<file path="src/rtl/cpu_regfile_write_arbiter_pkg.sv">
// Shared widths and writeback port identifiers for the register-file write arbiter.
package cpu_regfile_write_arbiter_pkg;
   localparam int   XLEN         = 32;
   localparam int   REG_ADDR_W   = 5;
   localparam int   NUM_REGS     = 32;
   localparam logic WB_PORT_PIPE = 1'b0;
   localparam logic WB_PORT_LONG = 1'b1;
endpackage

</file>
<file path="src/rtl/cpu_regfile_write_arbiter_scoreboard.sv">
// Busy vector for destinations with an outstanding long-latency write, plus decode lookups.
module cpu_scoreboard #(
   parameter int REG_ADDR_W = 5,
   parameter int NUM_REGS   = 32
) (
   input  logic                  clk,
   input  logic                  rst_n,
   input  logic                  set_valid_i,
   input  logic [REG_ADDR_W-1:0] set_rd_i,
   output logic                  set_ready_o,
   input  logic                  clr_valid_i,
   input  logic [REG_ADDR_W-1:0] clr_rd_i,
   input  logic [REG_ADDR_W-1:0] chk_rd_i,
   output logic                  chk_busy_o,
   input  logic [REG_ADDR_W-1:0] rs1_addr_i,
   input  logic [REG_ADDR_W-1:0] rs2_addr_i,
   output logic                  rs1_busy_o,
   output logic                  rs2_busy_o
);
   logic [NUM_REGS-1:0] busy_q, busy_d;

   assign set_ready_o = !busy_q[set_rd_i] || (set_rd_i == '0);
   assign chk_busy_o  = busy_q[chk_rd_i] && (chk_rd_i != '0);
   assign rs1_busy_o  = busy_q[rs1_addr_i] && (rs1_addr_i != '0);
   assign rs2_busy_o  = busy_q[rs2_addr_i] && (rs2_addr_i != '0);

   // A set never targets a register being cleared: that register is still busy, so set_ready is low.
   always_comb begin
      busy_d = busy_q;
      if (clr_valid_i) busy_d[clr_rd_i] = 1'b0;
      if (set_valid_i && set_ready_o && (set_rd_i != '0)) busy_d[set_rd_i] = 1'b1;
      busy_d[0] = 1'b0;
   end

   always_ff @(posedge clk or negedge rst_n) begin
      if (!rst_n) busy_q <= '0;
      else        busy_q <= busy_d;
   end
endmodule

</file>
<file path="src/rtl/cpu_regfile_write_arbiter.sv">
// Round-robin arbiter sharing the register-file write port between pipeline and long-latency writeback.
module cpu_regfile_write_arbiter #(
   parameter int XLEN       = cpu_regfile_write_arbiter_pkg::XLEN,
   parameter int REG_ADDR_W = cpu_regfile_write_arbiter_pkg::REG_ADDR_W,
   parameter int NUM_REGS   = cpu_regfile_write_arbiter_pkg::NUM_REGS
) (
   input  logic                  clk,
   input  logic                  rst_n,
   input  logic                  req0_valid,
   output logic                  req0_ready,
   input  logic [REG_ADDR_W-1:0] req0_rd,
   input  logic [XLEN-1:0]       req0_data,
   input  logic                  req1_valid,
   output logic                  req1_ready,
   input  logic [REG_ADDR_W-1:0] req1_rd,
   input  logic [XLEN-1:0]       req1_data,
   input  logic                  sb_set_valid,
   input  logic [REG_ADDR_W-1:0] sb_set_rd,
   output logic                  sb_set_ready,
   input  logic [REG_ADDR_W-1:0] rs1_addr,
   input  logic [REG_ADDR_W-1:0] rs2_addr,
   output logic                  rs1_busy,
   output logic                  rs2_busy,
   output logic                  we3,
   output logic [REG_ADDR_W-1:0] a3,
   output logic [XLEN-1:0]       wd3
);
   import cpu_regfile_write_arbiter_pkg::*;

   logic                  we3_q, wb_from1_q, rr_prio_q;
   logic [REG_ADDR_W-1:0] a3_q;
   logic [XLEN-1:0]       wd3_q;
   logic                  rd0_busy, elig0, elig1, grant0, grant1;

   cpu_scoreboard #(
      .REG_ADDR_W (REG_ADDR_W),
      .NUM_REGS   (NUM_REGS)
   ) u_scoreboard (
      .clk         (clk),
      .rst_n       (rst_n),
      .set_valid_i (sb_set_valid),
      .set_rd_i    (sb_set_rd),
      .set_ready_o (sb_set_ready),
      .clr_valid_i (we3_q && wb_from1_q),
      .clr_rd_i    (a3_q),
      .chk_rd_i    (req0_rd),
      .chk_busy_o  (rd0_busy),
      .rs1_addr_i  (rs1_addr),
      .rs2_addr_i  (rs2_addr),
      .rs1_busy_o  (rs1_busy),
      .rs2_busy_o  (rs2_busy)
   );

   // Pipeline writes wait behind a pending long write to the same rd to keep WAW order.
   assign elig0 = req0_valid && !rd0_busy;
   assign elig1 = req1_valid;

   always_comb begin
      grant0 = 1'b0;
      grant1 = 1'b0;
      if (elig0 && elig1) begin
         if (rr_prio_q == WB_PORT_PIPE) grant0 = 1'b1;
         else                           grant1 = 1'b1;
      end else begin
         grant0 = elig0;
         grant1 = elig1;
      end
   end

   assign req0_ready = grant0;
   assign req1_ready = grant1;

   always_ff @(posedge clk or negedge rst_n) begin
      if (!rst_n) begin
         we3_q      <= 1'b0;
         a3_q       <= '0;
         wd3_q      <= '0;
         wb_from1_q <= 1'b0;
         rr_prio_q  <= WB_PORT_PIPE;
      end else if (grant0) begin
         we3_q      <= (req0_rd != '0);
         a3_q       <= req0_rd;
         wd3_q      <= req0_data;
         wb_from1_q <= 1'b0;
         rr_prio_q  <= WB_PORT_LONG;
      end else if (grant1) begin
         we3_q      <= (req1_rd != '0);
         a3_q       <= req1_rd;
         wd3_q      <= req1_data;
         wb_from1_q <= 1'b1;
         rr_prio_q  <= WB_PORT_PIPE;
      end else begin
         we3_q      <= 1'b0;
         wb_from1_q <= 1'b0;
      end
   end

   assign we3 = we3_q;
   assign a3  = a3_q;
   assign wd3 = wd3_q;
endmodule
</file>
<file path="config.mk">
export PLATFORM = sky130hd
export DESIGN_NAME = cpu_regfile_write_arbiter
export DESIGN_NICKNAME = d
export VERILOG_FILES = /design/src/rtl/cpu_regfile_write_arbiter_pkg.sv /design/src/rtl/cpu_regfile_write_arbiter_scoreboard.sv /design/src/rtl/cpu_regfile_write_arbiter.sv
export SDC_FILE = /design/constraint.sdc
export NUM_CORES = 1
export LEC_CHECK = 0
export ABC_AREA = 1
export CORE_AREA = 10 10 128 159
export DETAILED_ROUTE_END_ITERATION = 7
export DIE_AREA = 0 0 138 169
export HOLD_SLACK_MARGIN = 0.05
export SYNTH_ARGS = -nofsm -noshare
export SYNTH_HDL_FRONTEND = slang
export SYNTH_SLANG_ARGS = --single-unit
</file>
<file path="constraint.sdc">
create_clock -name clk -period 4.8 [get_ports clk]
set_input_delay 1.2 -clock clk [delete_from_list [all_inputs] [get_ports clk]]
set_output_delay 1.2 -clock clk [all_outputs]
set_load 0.01 [all_outputs]
</file>
Word-level counts from Yosys, hierarchy flattened
Cells that the tools add are included.

Magnitude comparators: 7. Bitwise operators: 3. Equal/unequal tests: 0. Multipliers: 0. Add/subtract/negate cells: 0. Reduce and logical (&&, ||, !) cells: 20. Divide/modulo/power cells: 0. Shift-type cells: 0. Mux-type cells: 28.

Operators with widths (number): 32-bit two-way mux (4); 32-bit bitwise AND (1); 32-bit NOT (1); 32-bit OR (1); 5-bit by 6-bit less-than comparator with 1-bit output, second input constant (5); 5-bit nonzero test (5); 1-bit binary-select mux with 5-bit select (4); 1-bit two-way mux (16); 1-bit demux with 5-bit select (2); 5-bit by 1-bit >= comparator with 1-bit output, second input constant (2); 1-bit logical AND (10); 5-bit two-way mux (2); 5-bit logical NOT (1); 1-bit logical NOT (2); 2-bit nonzero test (1); 1-bit logical OR (1).

Memory bits (writable): 0. Memory bits (read-only): 0. Memories kept: 0. Bits in latches: 0. Input port bits: 94. Logic and storage cells: 64. Register bits after elaboration: 71. Output and inout port bits: 43.

Depth between registers and ports, before layout
Gate-level depths: netlist (run 1).

Depth after elaboration: 9. Depth in mapped cells: 15. Gate-level depth less buffers: 13.

Hierarchy
From an unflattened synthesis (run 1), not the netlist that was laid out.

Cells, all modules: 790. Area total of the unflattened synthesis: 5129.9 sq um.

By module, submodules not included: cpu_scoreboard (area an instance 2899.0 sq um, sequential area each 775.7 sq um, times used 1, cells an instance 490); cpu_regfile_write_arbiter (area an instance 2230.9 sq um, sequential area each 1001.0 sq um, times used 1, cells an instance 300).

Worst setup path after synthesis (run 1)
OpenSTA, ideal clock, no wires.

Path kind: input port to output port. Start: in req0_rd[0]. End: out req1_ready. Stages: 13. Path buffers: 4. Data required time: 3.600 ns. Arrival: 2.539 ns. Path slack: 1.061 ns. Path through: buf_4 > inv_4 > buf_6 > nand2_1 > a21oi_1 > nor2_1 > nand2_1 > nand2_1 > nand2_1 > nand2_2 > buf_4 > buf_4 > a31oi_1.

Cells in the longest elaborated chain, start to end: 7. Elaborated cells on any way between the ends: 8. Those cells by class: mux (3); reduce/logical (5).

RTL lines: from (decl) (line cpu_regfile_write_arbiter.sv:11) `input logic [REG_ADDR_W-1:0] req0_rd,`; 1-bit binary-select mux with 5-bit select (line cpu_regfile_write_arbiter_scoreboard.sv:23) `assign chk_busy_o = busy_q[chk_rd_i] && (chk_rd_i != '0);`; 1-bit two-way mux (not written as such) (line cpu_regfile_write_arbiter_scoreboard.sv:23); 1-bit logical AND * (line cpu_regfile_write_arbiter_scoreboard.sv:23); 1-bit logical NOT * (line cpu_regfile_write_arbiter.sv:55) `assign elig0 = req0_valid && !rd0_busy;`; 1-bit logical AND * (line cpu_regfile_write_arbiter.sv:55); 1-bit logical AND * (line cpu_regfile_write_arbiter.sv:61) `if (elig0 && elig1) begin`; 1-bit two-way mux * (line cpu_regfile_write_arbiter.sv:61); to (decl) (line cpu_regfile_write_arbiter.sv:14) `output logic req1_ready,`.

Mark *: on every way between the ends. The rest lies on a longest branch, timed or not. The select of a mux whose other input is x is not followed.

Final worst setup path (run 1)
Start: in sb_set_rd[0]. End: out sb_set_ready.

Cells in the longest elaborated chain, start to end: 4. Elaborated cells on any way between the ends: 5. Those cells by class: mux (2); reduce/logical (3).

RTL lines: from (decl) (line cpu_regfile_write_arbiter.sv:18) `input logic [REG_ADDR_W-1:0] sb_set_rd,`; 1-bit binary-select mux with 5-bit select (line cpu_regfile_write_arbiter_scoreboard.sv:22) `assign set_ready_o = !busy_q[set_rd_i] || (set_rd_i == '0);`; 1-bit two-way mux (not written as such) (line cpu_regfile_write_arbiter_scoreboard.sv:22); 1-bit logical NOT (line cpu_regfile_write_arbiter_scoreboard.sv:22); 1-bit logical OR * (line cpu_regfile_write_arbiter_scoreboard.sv:22); to (decl) (line cpu_regfile_write_arbiter.sv:19) `output logic sb_set_ready,`.

Marked as above.

==> results of run 1 <==
-- report_power, final --
group | switching (W) | internal [W] | leakage (nW)
Clock | 0.000261 | 0.000507 | 0.166
Combinational | 0.000583 | 0.000395 | 2.24
Sequential | 0.000195 | 0.000768 | 0.801
Total | 0.00104 | 0.00167 | 3.21
-- path summary, 6_finish.rpt --
kind / startpoint / end
worst max-delay path: sb_set_rd[0] / sb_set_ready
worst min-delay path: u_scoreboard.busy_q[6] / u_scoreboard.busy_q[6]
worst max register to register: u_scoreboard.busy_q[13] / a3[0]
worst min register to register: u_scoreboard.busy_q[6] / u_scoreboard.busy_q[6]
max in group asynchronous: rst_n / u_scoreboard.busy_q[21]
min in group asynchronous: rst_n / wd3[3]
-- final cells by class --
| type | instances | area, µm² |
|---|---|---|
| clock buffers | 10 | 229 |
| well taps | 224 | 280 |
| repair buffers | 157 | 1520 |
| fillers | 1901 | 10400 |
| multi-input cells | 564 | 2680 |
| clock inverters | 6 | 109 |
| inverters | 93 | 352 |
| flip-flops and latches | 71 | 1780 |
-- Yosys cell counts (3+ instances only) --
library cell | number | area (µm²)
nand2_1 | 177 | 664
nand3_1 | 150 | 751
inv_1 | 85 | 319
o21ai_0 | 73 | 365
dfrtp_1 | 71 | 1780
nor2_1 | 50 | 188
nand4_1 | 38 | 238
a21oi_1 | 25 | 125
clkbuf_1 | 20 | 75.1
nand3_2 | 11 | 110
buf_2 | 10 | 50.1
buf_4 | 10 | 75.1
nor3_1 | 10 | 50.1
o22ai_1 | 8 | 50.1
inv_2 | 7 | 26.3
o21ai_1 | 5 | 25.0
a31oi_1 | 4 | 25.0
nand2_2 | 4 | 25.0
o211ai_1 | 4 | 30.0
buf_1 | 3 | 11.3
buf_6 | 3 | 33.8
-- state kept, by name (all words and copies together) (netlist names) --
signal	cells
a3	5
rr_prio_q	1
u_scoreboard.busy_q	31
wb_from1_q	1
wd3	32
we3	1
-- cells by family after synthesis --
| family | count (synthesis) | synth area share (%) |
|---|---|---|
| and+or+nand+nor | 443 | 40.3 |
| buffers and inverters | 140 | 12.1 |
| AOI/OAI and AO/OA | 121 | 12.5 |
| DFF | 71 | 35.1 |
-- placed cells by master (no fill, tap or decap) --
cell / n
nand3_2: 11
o21ai_0: 73
inv_1: 85
clkbuf_1: 1
clkinv_2: 2
nor2_2: 2
dlymetal6s2s_1: 1
clkdlybuf4s50_1: 134
buf_4: 22
dfrtp_1: 71
o31ai_1: 2
nand3_1: 150
nand4_1: 38
nand2_2: 4
nor2b_1: 1
inv_2: 7
nor2_1: 50
a31oi_1: 4
o22ai_1: 8
a21oi_1: 25
inv_4: 1
nor3_1: 10
o21ai_1: 5
bufinv_16: 3
o211ai_1: 4
clkinv_4: 1
clkbuf_16: 9
nand2_1: 177
-- metal layers --
layer / track usage [%] / vias to the layer above / wire length, µm
li1: - / 2830 / -
met1: 19.7 / 2629 / 8340
met2: 26.8 / 250 / 9280
met3: 5.49 / 32 / 1890
met4: 5.19 / 0 / 399
met5: 0 / - / 0
-- per-stage QoR --
stage / total power [W] / setup slack (ps)
after floorplan: 0.00144 / 1060
after global placement: 0.00194 / 202
after detailed placement: 0.00194 / 179
after CTS: 0.00272 / 173
after global routing: 0.00287 / 42.1
final: 0.00271 / 158
-- repair_timing --
item	in CTS	in global routing
setup buffers	0	0
setup endpoints to repair	0	1
hold buffers	0	0
resized for setup	0	1
-- worst reg2reg max path, cell delays in order, from the launching register on --
cell     delay, ps
dfrtp_1        380
inv_1          240
nand2_1         90
nand3_1        120
nand3_1         80
nand3_1         90
nand3_1        110
nand2_2        110
buf_4          310
nand2_2        540
nand3_1        230
nand3_1        100
==> key figures, run 1 <==
Run status
  – Outcome: finished clean

Clocking
  – Clock Pin Slew Worst Setup and Hold Paths: about 60 ps
  – Clock Root Buffer: clkbuf_16
  – H-tree depth: 3
  – CTS tree: done
  – CTS max path bufs: 2
  – Num CTS Buffers: 9
  – CTS Sinks: 71
  – Worst skew pair latency: 330 ps

Timing
  – Hold Slack: 512 ps
  – Clock Skew: 11.5 ps
  – Slew Limit Fails: 0
  – Rel. slew slack: 35.3%
  – Setup tns final: 0 ps
  – Worst-margin pin slew: 970 ps
  – Peak Freq: around 220 MHz
  – Post-layout minimum cycle time: 4640 ps
  – RSZ-0062 raised after global routing: false
  – Final setup viols: 0
  – Ratio of final minimum period to clock period: 96.7%
  – Final hold violation count: 0

Worst setup path
  – Largest delay share family, worst path: buffers and inverters
  – Crit path depth: 9
  – Crit Path Category: primary input to output pin
  – WP data arrival: 3440 ps
  – Critical Path RT: ~3600 ps
  – Critical Path Source Type: primary input
  – R2r worst-path depth: 11
  – Crit-path max FO: 10
  – Reg2Reg Setup Slack: 2280 ps
  – Worst path slowest cell: clkdlybuf4s50_1
  – Largest stage delay on the critical path: 560 ps
  – Worst Setup End Kind: output pin
  – Sum of buffers and inverters on the critical path: 3
  – Worst-path cell chain: clkdlybuf4s50_1 -> nand2_1 -> o21ai_0 -> o21ai_0 -> nand2_1 -> nor2_1 -> nand2_2 -> inv_2 -> clkdlybuf4s50_1

Synth
  – Mapped Area: 5070 µm²
  – Netlist cell types: 26
  – Seq/Total Area, Yosys: between 30% and 40%
  – Synth Warn #: 0
  – Post-synth ARST share: 100%
  – Number of synthesized register bits: 71
  – Post-synth EDFFs: 0
  – Avg Synthesized Cell Area: 6.54 µm²
  – Main synth FF type: dfrtp_1
  – Gate Count Post-Synth: between 700 and 800
  – Syn_nets: 869

Finish
  – Nets: 990
  – # diodes: 0
  – Non-filler cells, final: 1125
  – Syn-to-layout area delta: 37.0%
  – Core Util, Final: around two fifths
  – Layout cells sized above 1: 6.88%
  – Design area: slightly below 7000 µm²

Place
  – I/O Buffers: 136
  – Detail Placement HPWL: 14800 µm
  – Placed Cells: 1109
  – Area after DPL: 6610 µm²
  – Final GP Congestion: 0.967

Global route
  – GRT Total Usage: around 16%
  – Largest net degree at the start of global routing: 72
  – Initial antenna violation count: 0
  – Grt total ovfl: 0
  – Vias in the first global route: ~5600
  – Global-route wire length before repair: 31400 µm

Floorplan
  – DIE AREA: 23300 µm²
  – Chip Height: 169 µm
  – Cell Rows: 54
  – Total core area: 17300 µm²
  – Initial Util: roughly 29%
  – Ports: 137
  – Die Width: between 100 and 150 µm

Worst hold path
  – WHS Path Cells: 2
  – HP Class: flip-flop to flip-flop

Detailed routing
  – DR vias/cell: ~5.1
  – Avg WL per Cell: 17.7 µm
  – Iteration-0 DRC Markers: 340
  – DR pass1 iterations: 7
  – Total Wirelength: between 15000 and 20000 µm
  – # DRC: 0
  – DRT antenna net count: 0
  – Routed vias: 5741

Power and ir drop
  – Power Dens Cells: slightly below 400 nW/µm²
  – P_leak: 3.21 nW
  – Peak ir drop on the vdd network: 0.000186 V

Flow run
  – Max-cap viol count: 0
Power figures use the tool's default switching activity.
==> run 2, diff against run 1 <==
--- a/config.mk
+++ b/config.mk
@@ -5,10 +5,9 @@
 export SDC_FILE = /design/constraint.sdc
 export NUM_CORES = 1
 export LEC_CHECK = 0
-export ABC_AREA = 1
-export CORE_AREA = 10 10 128 159
+export CORE_AREA = 2 2 111 140
 export DETAILED_ROUTE_END_ITERATION = 7
-export DIE_AREA = 0 0 138 169
+export DIE_AREA = 0 0 113 142
 export HOLD_SLACK_MARGIN = 0.05
 export SYNTH_ARGS = -nofsm -noshare
 export SYNTH_HDL_FRONTEND = slang
==> run 2 against run 1 <==
Net effect:
- non-clock buffer count rose by 3
- largest power group is now registers
- the flow now finishes with violations (DRC)
- clock skew rose by 1.1 ps
- count of clock-buffer cells in the layout did not move
==> key figures, run 2 <==
Run status
  – Outcome: finished, violations left (was finished clean)
  – Failing checks: DRC

Global route
  – GRT Total Usage: 19.0% (was 16.3%)
  – Grt total ovfl: 0 (unchanged)
  – Largest net degree at the start of global routing: 72 (unchanged)
  – Vias in the first global route: 4300 (was 5609)
  – Initial antenna violation count: 0 (unchanged)
  – Global-route wire length before repair: 23900 µm (was 31400 µm)

Floorplan
  – Total core area: 14800 µm² (was 17300 µm²)
  – Ports: 137 (unchanged)
  – DIE AREA: 16000 µm² (was 23300 µm²)
  – Chip Height: 142 µm (was 169 µm)
  – Initial Util: 29.3% (about the same)
  – Die Width: 113 µm (was 138 µm)
  – Cell Rows: 50 (was 54)

Detailed routing
  – DR pass1 iterations: 6 (was 7)
  – DR vias/cell: 5.61 (was 5.10)
  – Total Wirelength: 15000 µm (was 19900 µm)
  – Iteration-0 DRC Markers: 212 (was 340)
  – DRT antenna net count: 0 (unchanged)
  – Avg WL per Cell: 20.0 µm (was 17.7 µm)
  – Routed vias: 4207 (was 5741)
  – # DRC: 6 (was 0)

Synth
  – Post-synth EDFFs: 0 (unchanged)
  – Largest area contributor in the netlist: dfrtp_1 (unchanged)
  – Most common cell in the netlist: dfrtp_1 (was nand2_1)
  – Synth top cells by count: dfrtp_1, nor3_1, o21ai_0 (was nand2_1, nand3_1, inv_1)
  – Synth area leaders: dfrtp_1, mux4_2, nor3_1 (was dfrtp_1, nand3_1, nand2_1)
  – Main synth FF type: dfrtp_1 (unchanged)
  – Post-synth ARST share: 100% (unchanged)
  – Netlist cell types: 40 (was 26)
  – Synth Area in XOR/XNOR: 0% (unchanged)
  – Post-synthesis simple-gate area fraction: 18.9% (was 40.3%)
  – Synth Warn #: 0 (unchanged)
  – Synth Area in Adders: 0% (unchanged)
  – Avg Synthesized Cell Area: 10.1 µm² (was 6.54 µm²)
  – Number of synthesized register bits: 71 (unchanged)
  – Yosys top cell area share: 41.1% (was 35.1%)
  – Seq/Total Area, Yosys: 41.1% (was 35.1%)
  – Gate Count Post-Synth: 430 (was 775)
  – Main combinational cell family by area after synthesis: multiplexers (was simple AND/OR/NAND/NOR gates)
  – Mapped Area: 4330 µm² (was 5070 µm²)
  – Mux cell area share after synthesis: 19.3% (was 0%)
  – Synth Area in Compound Gates: 16.8% (was 12.5%)
  – Syn_nets: 524 (was 869)

Timing
  – Slew Limit Fails: 0 (unchanged)
  – Rel. slew slack: 39.6% (was 35.3%)
  – Peak Freq: 214 MHz (was 215 MHz)
  – Final hold violation count: 0 (unchanged)
  – Post-layout minimum cycle time: 4680 ps (was 4640 ps)
  – RSZ-0062 raised after global routing: false (unchanged)
  – Hold Slack: 585 ps (was 512 ps)
  – Worst-margin pin slew: 907 ps (was 970 ps)
  – Clock Skew: 12.6 ps (was 11.5 ps)
  – Final setup viols: 0 (unchanged)
  – Ratio of final minimum period to clock period: 97.6% (was 96.7%)

Worst setup path
  – Worst path slowest cell: clkdlybuf4s50_1 (unchanged)
  – Worst-path cell chain: clkdlybuf4s50_1 -> buf_6 -> mux4_2 -> o22ai_1 -> a211oi_1 -> buf_4 -> o41ai_4 -> inv_1 -> dlygate4sd2_1 (was clkdlybuf4s50_1 -> nand2_1 -> o21ai_0 -> o21ai_0 -> nand2_1 -> nor2_1 -> nand2_2 -> inv_2 -> clkdlybuf4s50_1)
  – Sum of buffers and inverters on the critical path: 5 (was 3)
  – Crit Path Category: primary input to output pin (unchanged)
  – R2r worst-path depth: 7 (was 11)
  – Critical Path RT: 3600 ps (about the same)
  – Largest stage delay on the critical path: 500 ps (was 560 ps)
  – Reg2Reg Setup Slack: 2110 ps (was 2280 ps)
  – Largest delay share family, worst path: buffers and inverters (unchanged)
  – WP data arrival: 3480 ps (was 3440 ps)
  – Worst R2R Start: u_scoreboard.busy_q[15] (was u_scoreboard.busy_q[13])
  – Reg-to-Reg End: u_scoreboard.busy_q[22] (was a3[0])
  – Critical Path Source Type: primary input (unchanged)
  – Crit-path max FO: 9 (was 10)
  – Worst Setup End Kind: output pin (unchanged)

Finish
  – # diodes: 0 (unchanged)
  – Nets: 657 (was 990)
  – Most common cell after layout, fill and taps aside: clkdlybuf4s50_1 (was nand2_1)
  – Layout cells sized above 1: 16.4% (was 6.88%)
  – Syn-to-layout area delta: 45.7% (was 37.0%)
  – Non-filler cells, final: 750 (was 1125)
  – Max reg flops: 32 (unchanged)
  – Core Util, Final: 42.7% (was 40.2%)
  – Most frequent cells in the layout: clkdlybuf4s50_1, dfrtp_1, nor3_1 (was nand2_1, nand3_1, clkdlybuf4s50_1)

Flow run
  – Max-cap viol count: 0 (unchanged)

Power and ir drop
  – Sw Ratio: 35.6% (was 38.4%)
  – Clock Power Share: 24.8% (was 28.3%)
  – P_leak: 2.26 nW (was 3.21 nW)
  – Gate power share: 36.0% (was 36.1%)
  – Power Dens Cells: 444 nW/µm² (was 390 nW/µm²)
  – Internal power: 0.00180 W (was 0.00167 W)
  – Reg power frac: 39.2% (was 35.6%)
  – Power, Total: 0.00280 W (was 0.00271 W)
  – Peak ir drop on the vdd network: 0.000191 V (was 0.000186 V)
  – P_sw: 0.000996 W (was 0.00104 W)

Worst hold path
  – Hold Path End: wd3[8] (was u_scoreboard.busy_q[6])
  – HP Class: flip-flop to flip-flop (unchanged)
  – Hold_sp: wd3[8] (was u_scoreboard.busy_q[6])
  – WHS Path Cells: 2 (unchanged)

Clocking
  – Clock Pin Slew Worst Setup and Hold Paths: 60 ps (about the same)
  – Worst skew pair latency: 340 ps (was 330 ps)
  – H-tree depth: 3 (unchanged)
  – CTS Sinks: 71 (unchanged)
  – Hold buffers post-CTS: 0 (unchanged)
  – CTS tree: done (unchanged)
  – Num CTS Buffers: 9 (unchanged)
  – CTS max path bufs: 2 (unchanged)
  – Clock Root Buffer: clkbuf_16 (unchanged)

Place
  – Placed Cells: 734 (was 1109)
  – Final GP Congestion: 0.944 (was 0.967)
  – Detail Placement HPWL: 10900 µm (was 14800 µm)
  – I/O Buffers: 136 (unchanged)
run 2: how the worst max path moves through the flow:
stage	from	end	slack, ps	cells past startpoint
finish	req0_rd[1]	req1_ready	120	9
global route	req0_rd[1]	req1_ready	10	9
CTS	rs1_addr[0]	rs1_busy	10	6
detailed placement	req0_rd[1]	req0_ready	-170	9
global placement	req0_rd[1]	req0_ready	-170	9
floorplan	req0_rd[1]	req1_ready	670	7
run 2: kinds of logic (layout without fill, tap and decap cells):
kind of cell,Yosys count,in the layout
AND/OR/NAND/NOR,159,159
AO/OA/AOI/OAI,114,114
flip-flops,71,71
multiplexers,44,44
buffers and inverters,42,180
run 2: final cells by class:
cell class / instances / area, µm²
Fill cell: 1450 / 8460
Sequential cell: 71 / 1780
Clock buffer: 10 / 239
Tap cell: 182 / 228
Multi-Input combinational cell: 317 / 2410
Timing Repair Buffer: 160 / 1560
Clock inverter: 6 / 72.6
Inverter: 4 / 15.0
run 2: metal layers:
metal	vias up	wire, µm	share of wire, %	GRT usage, %
met5	-	0	0	0
met4	0	748	5.0	10.9
met3	52	1100	7.3	4.39
met2	194	7160	48	30.9
met1	2039	6030	40	23.2
li1	1922	-	-	-
run 2: stage by stage:
step / TNS, ps / setup WS, ps / instance area, µm²
finish: 0 / 117 / 6310
floorplan: 0 / 667 / 4330
global route: 0 / 13.8 / 6310
global placement: -322 / -167 / 5970
CTS: 0 / 13.9 / 6300
detailed placement: -293 / -165 / 5970
run 2: power by group through the flow:
stage	combinational [W]	clock, W	sequential [W]
final	0.00101	0.000694	0.00110
after global placement	0.000996	0	0.00110
after floorplan	0.000592	0	0.000965
after detailed placement	0.00102	0	0.00110
after CTS	0.00102	0.000709	0.00109
after global routing	0.00110	0.000732	0.00112
run 2: worst register-to-register path, stage by stage, from the launching register on:
cell	delay [ps]
dfrtp_1	480
mux4_2	500
mux4_2	450
nand2b_1	160
buf_4	150
o21a_1	140
or3_1	530
o21ai_1	200
run 2: repair_timing:
| item | in CTS | in global routing |
|---|---|---|
| buffers inserted | 0 | 0 |
| endpoints found under the setup margin | 3 | 4 |
| gates resized for setup | 6 | 3 |
| pin swaps | 0 | 1 |
==> run 3, diff against run 2 <==
--- a/config.mk
+++ b/config.mk
@@ -9,6 +9,7 @@
 export DETAILED_ROUTE_END_ITERATION = 7
 export DIE_AREA = 0 0 113 142
 export HOLD_SLACK_MARGIN = 0.05
+export SETUP_SLACK_MARGIN = 0.05
 export SYNTH_ARGS = -nofsm -noshare
 export SYNTH_HDL_FRONTEND = slang
 export SYNTH_SLANG_ARGS = --single-unit
==> run 3 against run 2 <==
Net effect:
- the flow still finishes with violations (DRC)
- non-clock buffer count increased by 2
- critical path type unchanged
- critical endpoint is now rs1_busy
- power is 0.13% higher
- clock skew down 2.0 ps
==> key figures, run 3 (synthesis results as in run 2) <==
Worst setup path
  – Worst Setup End Kind: output pin (unchanged)
  – Crit-path max FO: 9 (unchanged)
  – Critical Path Source Type: primary input (unchanged)
  – Critical Path RT: 3600 ps (about the same)
  – Crit Path Category: primary input to output pin (unchanged)
  – WP data arrival: 3370 ps (was 3480 ps)

Place
  – Placed Cells: 734 (unchanged)
  – DP Worst Slack: -165 ps (unchanged)
  – Final GP Congestion: 0.944 (unchanged)
  – I/O Buffers: 136 (unchanged)
  – Detail Placement HPWL: 10900 µm (unchanged)

Floorplan
  – Chip Height: 142 µm (unchanged)
  – Ports: 137 (unchanged)
  – DIE AREA: 16000 µm² (unchanged)
  – Total core area: 14800 µm² (unchanged)
  – Initial Util: 29.3% (unchanged)
  – Die Width: 113 µm (unchanged)
  – Cell Rows: 50 (unchanged)

Flow run
  – Max-cap viol count: 0 (unchanged)

Worst hold path
  – HP Class: flip-flop to flip-flop (unchanged)

Detailed routing
  – Routed vias: 4235 (was 4207)
  – Total Wirelength: 15100 µm (was 15000 µm)
  – DRT antenna net count: 0 (unchanged)
  – # DRC: 6 (unchanged)
  – DR vias/cell: 5.63 (was 5.61)
  – Iteration-0 DRC Markers: 176 (was 212)
  – Avg WL per Cell: 20.1 µm (was 20.0 µm)
  – DR pass1 iterations: 6 (unchanged)

Global route
  – GRT Total Usage: 19.0% (unchanged)
  – Initial antenna violation count: 0 (unchanged)
  – Vias in the first global route: 4300 (unchanged)
  – Largest net degree at the start of global routing: 72 (unchanged)
  – Grt total ovfl: 0 (unchanged)
  – Global-route wire length before repair: 23900 µm (unchanged)

Finish
  – Syn-to-layout area delta: 46.1% (was 45.7%)
  – Non-filler cells, final: 752 (was 750)
  – Max reg flops: 32 (unchanged)
  – Multi-input gate area: 2420 µm² (was 2410 µm²)
  – FF+latch area: 1780 µm² (unchanged)
  – FILL cells: 1444 (was 1450)
  – Most frequent cells in the layout: clkdlybuf4s50_1, dfrtp_1, nor3_1 (unchanged)
  – Most common cell after layout, fill and taps aside: clkdlybuf4s50_1 (unchanged)
  – Nets: 659 (was 657)
  – # diodes: 0 (unchanged)
  – Layout cells sized above 1: 16.8% (was 16.4%)

Power and ir drop
  – P_leak: 2.26 nW (about the same)
  – Peak ir drop on the vdd network: 0.000188 V (was 0.000191 V)
  – Power Dens Cells: 443 nW/µm² (was 444 nW/µm²)

Timing
  – Slew Limit Fails: 0 (unchanged)
  – Rel. slew slack: 39.7% (was 39.6%)
  – Worst setup margin: 228 ps (was 117 ps)
  – Final hold violation count: 0 (unchanged)
  – Final setup viols: 0 (unchanged)
  – Peak Freq: 219 MHz (was 214 MHz)
  – Setup tns final: 0 ps (unchanged)
  – Ratio of final minimum period to clock period: 95.3% (was 97.6%)
  – Post-layout minimum cycle time: 4570 ps (was 4680 ps)
  – RSZ-0062 raised after global routing: false (unchanged)
  – Clock Skew: 10.7 ps (was 12.6 ps)
  – Worst-margin pin slew: 904 ps (was 907 ps)

Clocking
  – H-tree depth: 3 (unchanged)
  – Worst skew pair latency: 330 ps (was 340 ps)
  – Num CTS Buffers: 9 (unchanged)
  – CTS max path bufs: 2 (unchanged)
  – CTS tree: done (unchanged)
  – Clock Root Buffer: clkbuf_16 (unchanged)
  – Clock Pin Slew Worst Setup and Hold Paths: 60 ps (about the same)
  – CTS Sinks: 71 (unchanged)

Run status
  – Outcome: finished, violations left (unchanged)
  – Failing checks: DRC (unchanged)
[run 3: cell types whose count changed in the layout (fill, tap and decap cells not counted), sizes merged]
cell,previous run,this run
dlymetal6s2s,2,1
buf,26,28
dlygate4sd2,3,5
clkdlybuf4s50,129,128
[run 3: worst max-delay path, stage by stage]
cell and delay, ps:
clkdlybuf4s50_1 510, buf_12 150, mux4_2 500, mux4_2 460
mux2_2 270, dlygate4sd2_1 280
[run 3: path summary, 6_finish.rpt]
| check | from | to | slack (ps) | cells after the start |
|---|---|---|---|---|
| min in group asynchronous | rst_n | u_scoreboard.busy_q[16] | 990 | 1 |
| worst max register to register | u_scoreboard.busy_q[15] | u_scoreboard.busy_q[22] | 2100 | 7 |
| worst min register to register | wd3[8] | wd3[8] | 590 | 2 |
| max in group asynchronous | rst_n | wd3[19] | 3210 | 1 |
| worst max-delay path | rs1_addr[0] | rs1_busy | 230 | 6 |
| worst min-delay path | wd3[8] | wd3[8] | 590 | 2 |
[run 3: layout make-up]
cell class                 instances  area share, %
clock buffer                      10           3.78
clock inverter                     6           1.15
inverter                           4          0.238
multi-input combinational        317           38.2
sequential                        71           28.1
tap                              182           3.60
timing repair buffer             162           24.9
[run 3: per-layer routing]
layer	track usage [%]	part of all wire (%)
met4	10.9	4.8
met1	23.2	40
met5	0	0
met3	4.39	7.9
met2	30.9	48
[run 3: what timing repair did]
action                     CTS  global route
buffers inserted             0             1
pin swaps                    0             1
gates cloned                 0             1
hold buffers                 0             0
resized for setup            8             3
setup endpoints to repair    5             2
[run 3: through the flow]
| stage | area (µm²) | utilization [%] | total power (W) | hold slack [ps] |
|---|---|---|---|---|
| after detailed placement | 5970 | 40.5 | 0.00211 | 588 |
| final | 6320 | 42.8 | 0.00280 | 585 |
| after CTS | 6300 | 42.6 | 0.00281 | 596 |
| after global routing | 6320 | 42.8 | 0.00295 | 624 |
| after global placement | 5970 | 40.5 | 0.00209 | 577 |
| after floorplan | 4330 | - | 0.00156 | 515 |
[run 3: power by group]
part	switching (W)	leakage [nW]	internal, W
logic	0.000423	1.35	0.000586
registers	0.000310	0.764	0.000791
clock network	0.000268	0.151	0.000424
total	0.00100	2.26	0.00180
==> edit (flow settings as in run 3) <==
`REG_ADDR_W` is set to 5 in 2 places; all go to 4.
--- a/src/rtl/cpu_regfile_write_arbiter_pkg.sv
+++ b/src/rtl/cpu_regfile_write_arbiter_pkg.sv
@@ -1,7 +1,7 @@
 // Shared widths and writeback port identifiers for the register-file write arbiter.
 package cpu_regfile_write_arbiter_pkg;
    localparam int   XLEN         = 32;
-   localparam int   REG_ADDR_W   = 5;
+   localparam int   REG_ADDR_W   = 4;
    localparam int   NUM_REGS     = 32;
    localparam logic WB_PORT_PIPE = 1'b0;
    localparam logic WB_PORT_LONG = 1'b1;
--- a/src/rtl/cpu_regfile_write_arbiter_scoreboard.sv
+++ b/src/rtl/cpu_regfile_write_arbiter_scoreboard.sv
@@ -1,6 +1,6 @@
 // Busy vector for destinations with an outstanding long-latency write, plus decode lookups.
 module cpu_scoreboard #(
-   parameter int REG_ADDR_W = 5,
+   parameter int REG_ADDR_W = 4,
    parameter int NUM_REGS   = 32
 ) (
    input  logic                  clk,
Ports: changed (6 resized); port bits go from 137 to 131. The function was not compared with the original's and may differ.
==> edit against run 3 <==
  * The run still ends with DRC left
  * Sequential cell count shrank 17
  * Synthesized cell count down 34%
  * Final cell count decreased by 21%
  * Hold slack lost 0.068 ns
  * Power is 30% lower
  * Count of clock-buffer cells in the layout down 5
  * Setup slack about the same
  * Sequential power decreased by 30%
  * Final area shrank 27%
  * Synthesized area fell by 32%
  * Routed wire length shrank 37%
  * Clock skew grew 0.0016 ns
==> edit: results (changes against run 3) <==
largest cells by area after synthesis=dfrtp_1, mux4_2, a221o_1 (was dfrtp_1, mux4_2, nor3_1); fin worst setup slack=0.2276 ns (about the same); syn_nets=371 (was 524); Register-to-Register Setup Slack=2.17 ns (was 2.10 ns); hold path depth=1 (was 2); wire length per cell=16.15 um (was 20.09 um); DRC viols=5 (was 6); CP startpoint=req0_rd[1] (was rs1_addr[0]); worst skew pair latency=0.30 ns (was 0.33 ns); synth cell count leaders=dfrtp_1, nand2_1, nor2_1, o21ai_0, a221o_1 (was dfrtp_1, nor3_1, o21ai_0); port bufs=130 (was 136); placed cell count=585 (was 734); FILL cells=1534 (was 1444); violated checks=DRC (unchanged); Post-Synthesis Cells=282 (was 430); Setup Skew=0.01226 ns (was 0.01066 ns); Final nets=499 (was 659); routability cong.=0.8522 (was 0.9442); gr usage total=12.12% (was 19.01%); critical path's top delay family=buffers and inverters (was multiplexers); Int Pwr=0.001309 W (was 0.001801 W); status=complete, but fails checks (unchanged); TritonCTS Buffers=5 (was 9); PostCTS Resize Cnt=1 (was 8); CP endpoint=req1_ready (was rs1_busy); largest net degree at the start of global routing=71 (was 72); Post-DP HPWL=7.168 mm (was 10.93 mm); VDD IR max=0.1732 mV (was 0.1884 mV); min-delay src=wd3[24] (was wd3[8])
==> edit: cell families after synthesis <==
family	synth area share (%)
simple gates	15.05
mux	13.04
flops	46.17
buf+inv	5.173
compound gates	20.56
==> edit: area by class of cell <==
| type | count | share of cell area [%] |
|---|---|---|
| tap | 182 | 4.967 |
| clock inverter | 3 | 0.9552 |
| timing repair buffer | 138 | 29.61 |
| inverter | 14 | 1.146 |
| multi-input combinational | 197 | 31.11 |
| clock buffer | 5 | 2.729 |
| sequential | 54 | 29.48 |
==> edit: power by group through the flow <==
stage                     sequential (W)  combinational (W)  clock (W)
after global routing            0.000793           0.000846   0.000451
after detailed placement        0.000772           0.000788          0
after CTS                       0.000771           0.000788   0.000434
final                           0.000775           0.000779   0.000419
after floorplan                 0.000744           0.000390          0
after global placement          0.000779           0.000766          0
==> edit: metal layers <==
layer  GRT usage (%)  part of all wire [%]  up-vias
li1                -                     -     1296
met1           13.90                    39     1304
met2           21.15                    50      138
met3           3.066                   8.4       13
met4           5.584                   2.4        0
met5               0                     0        -
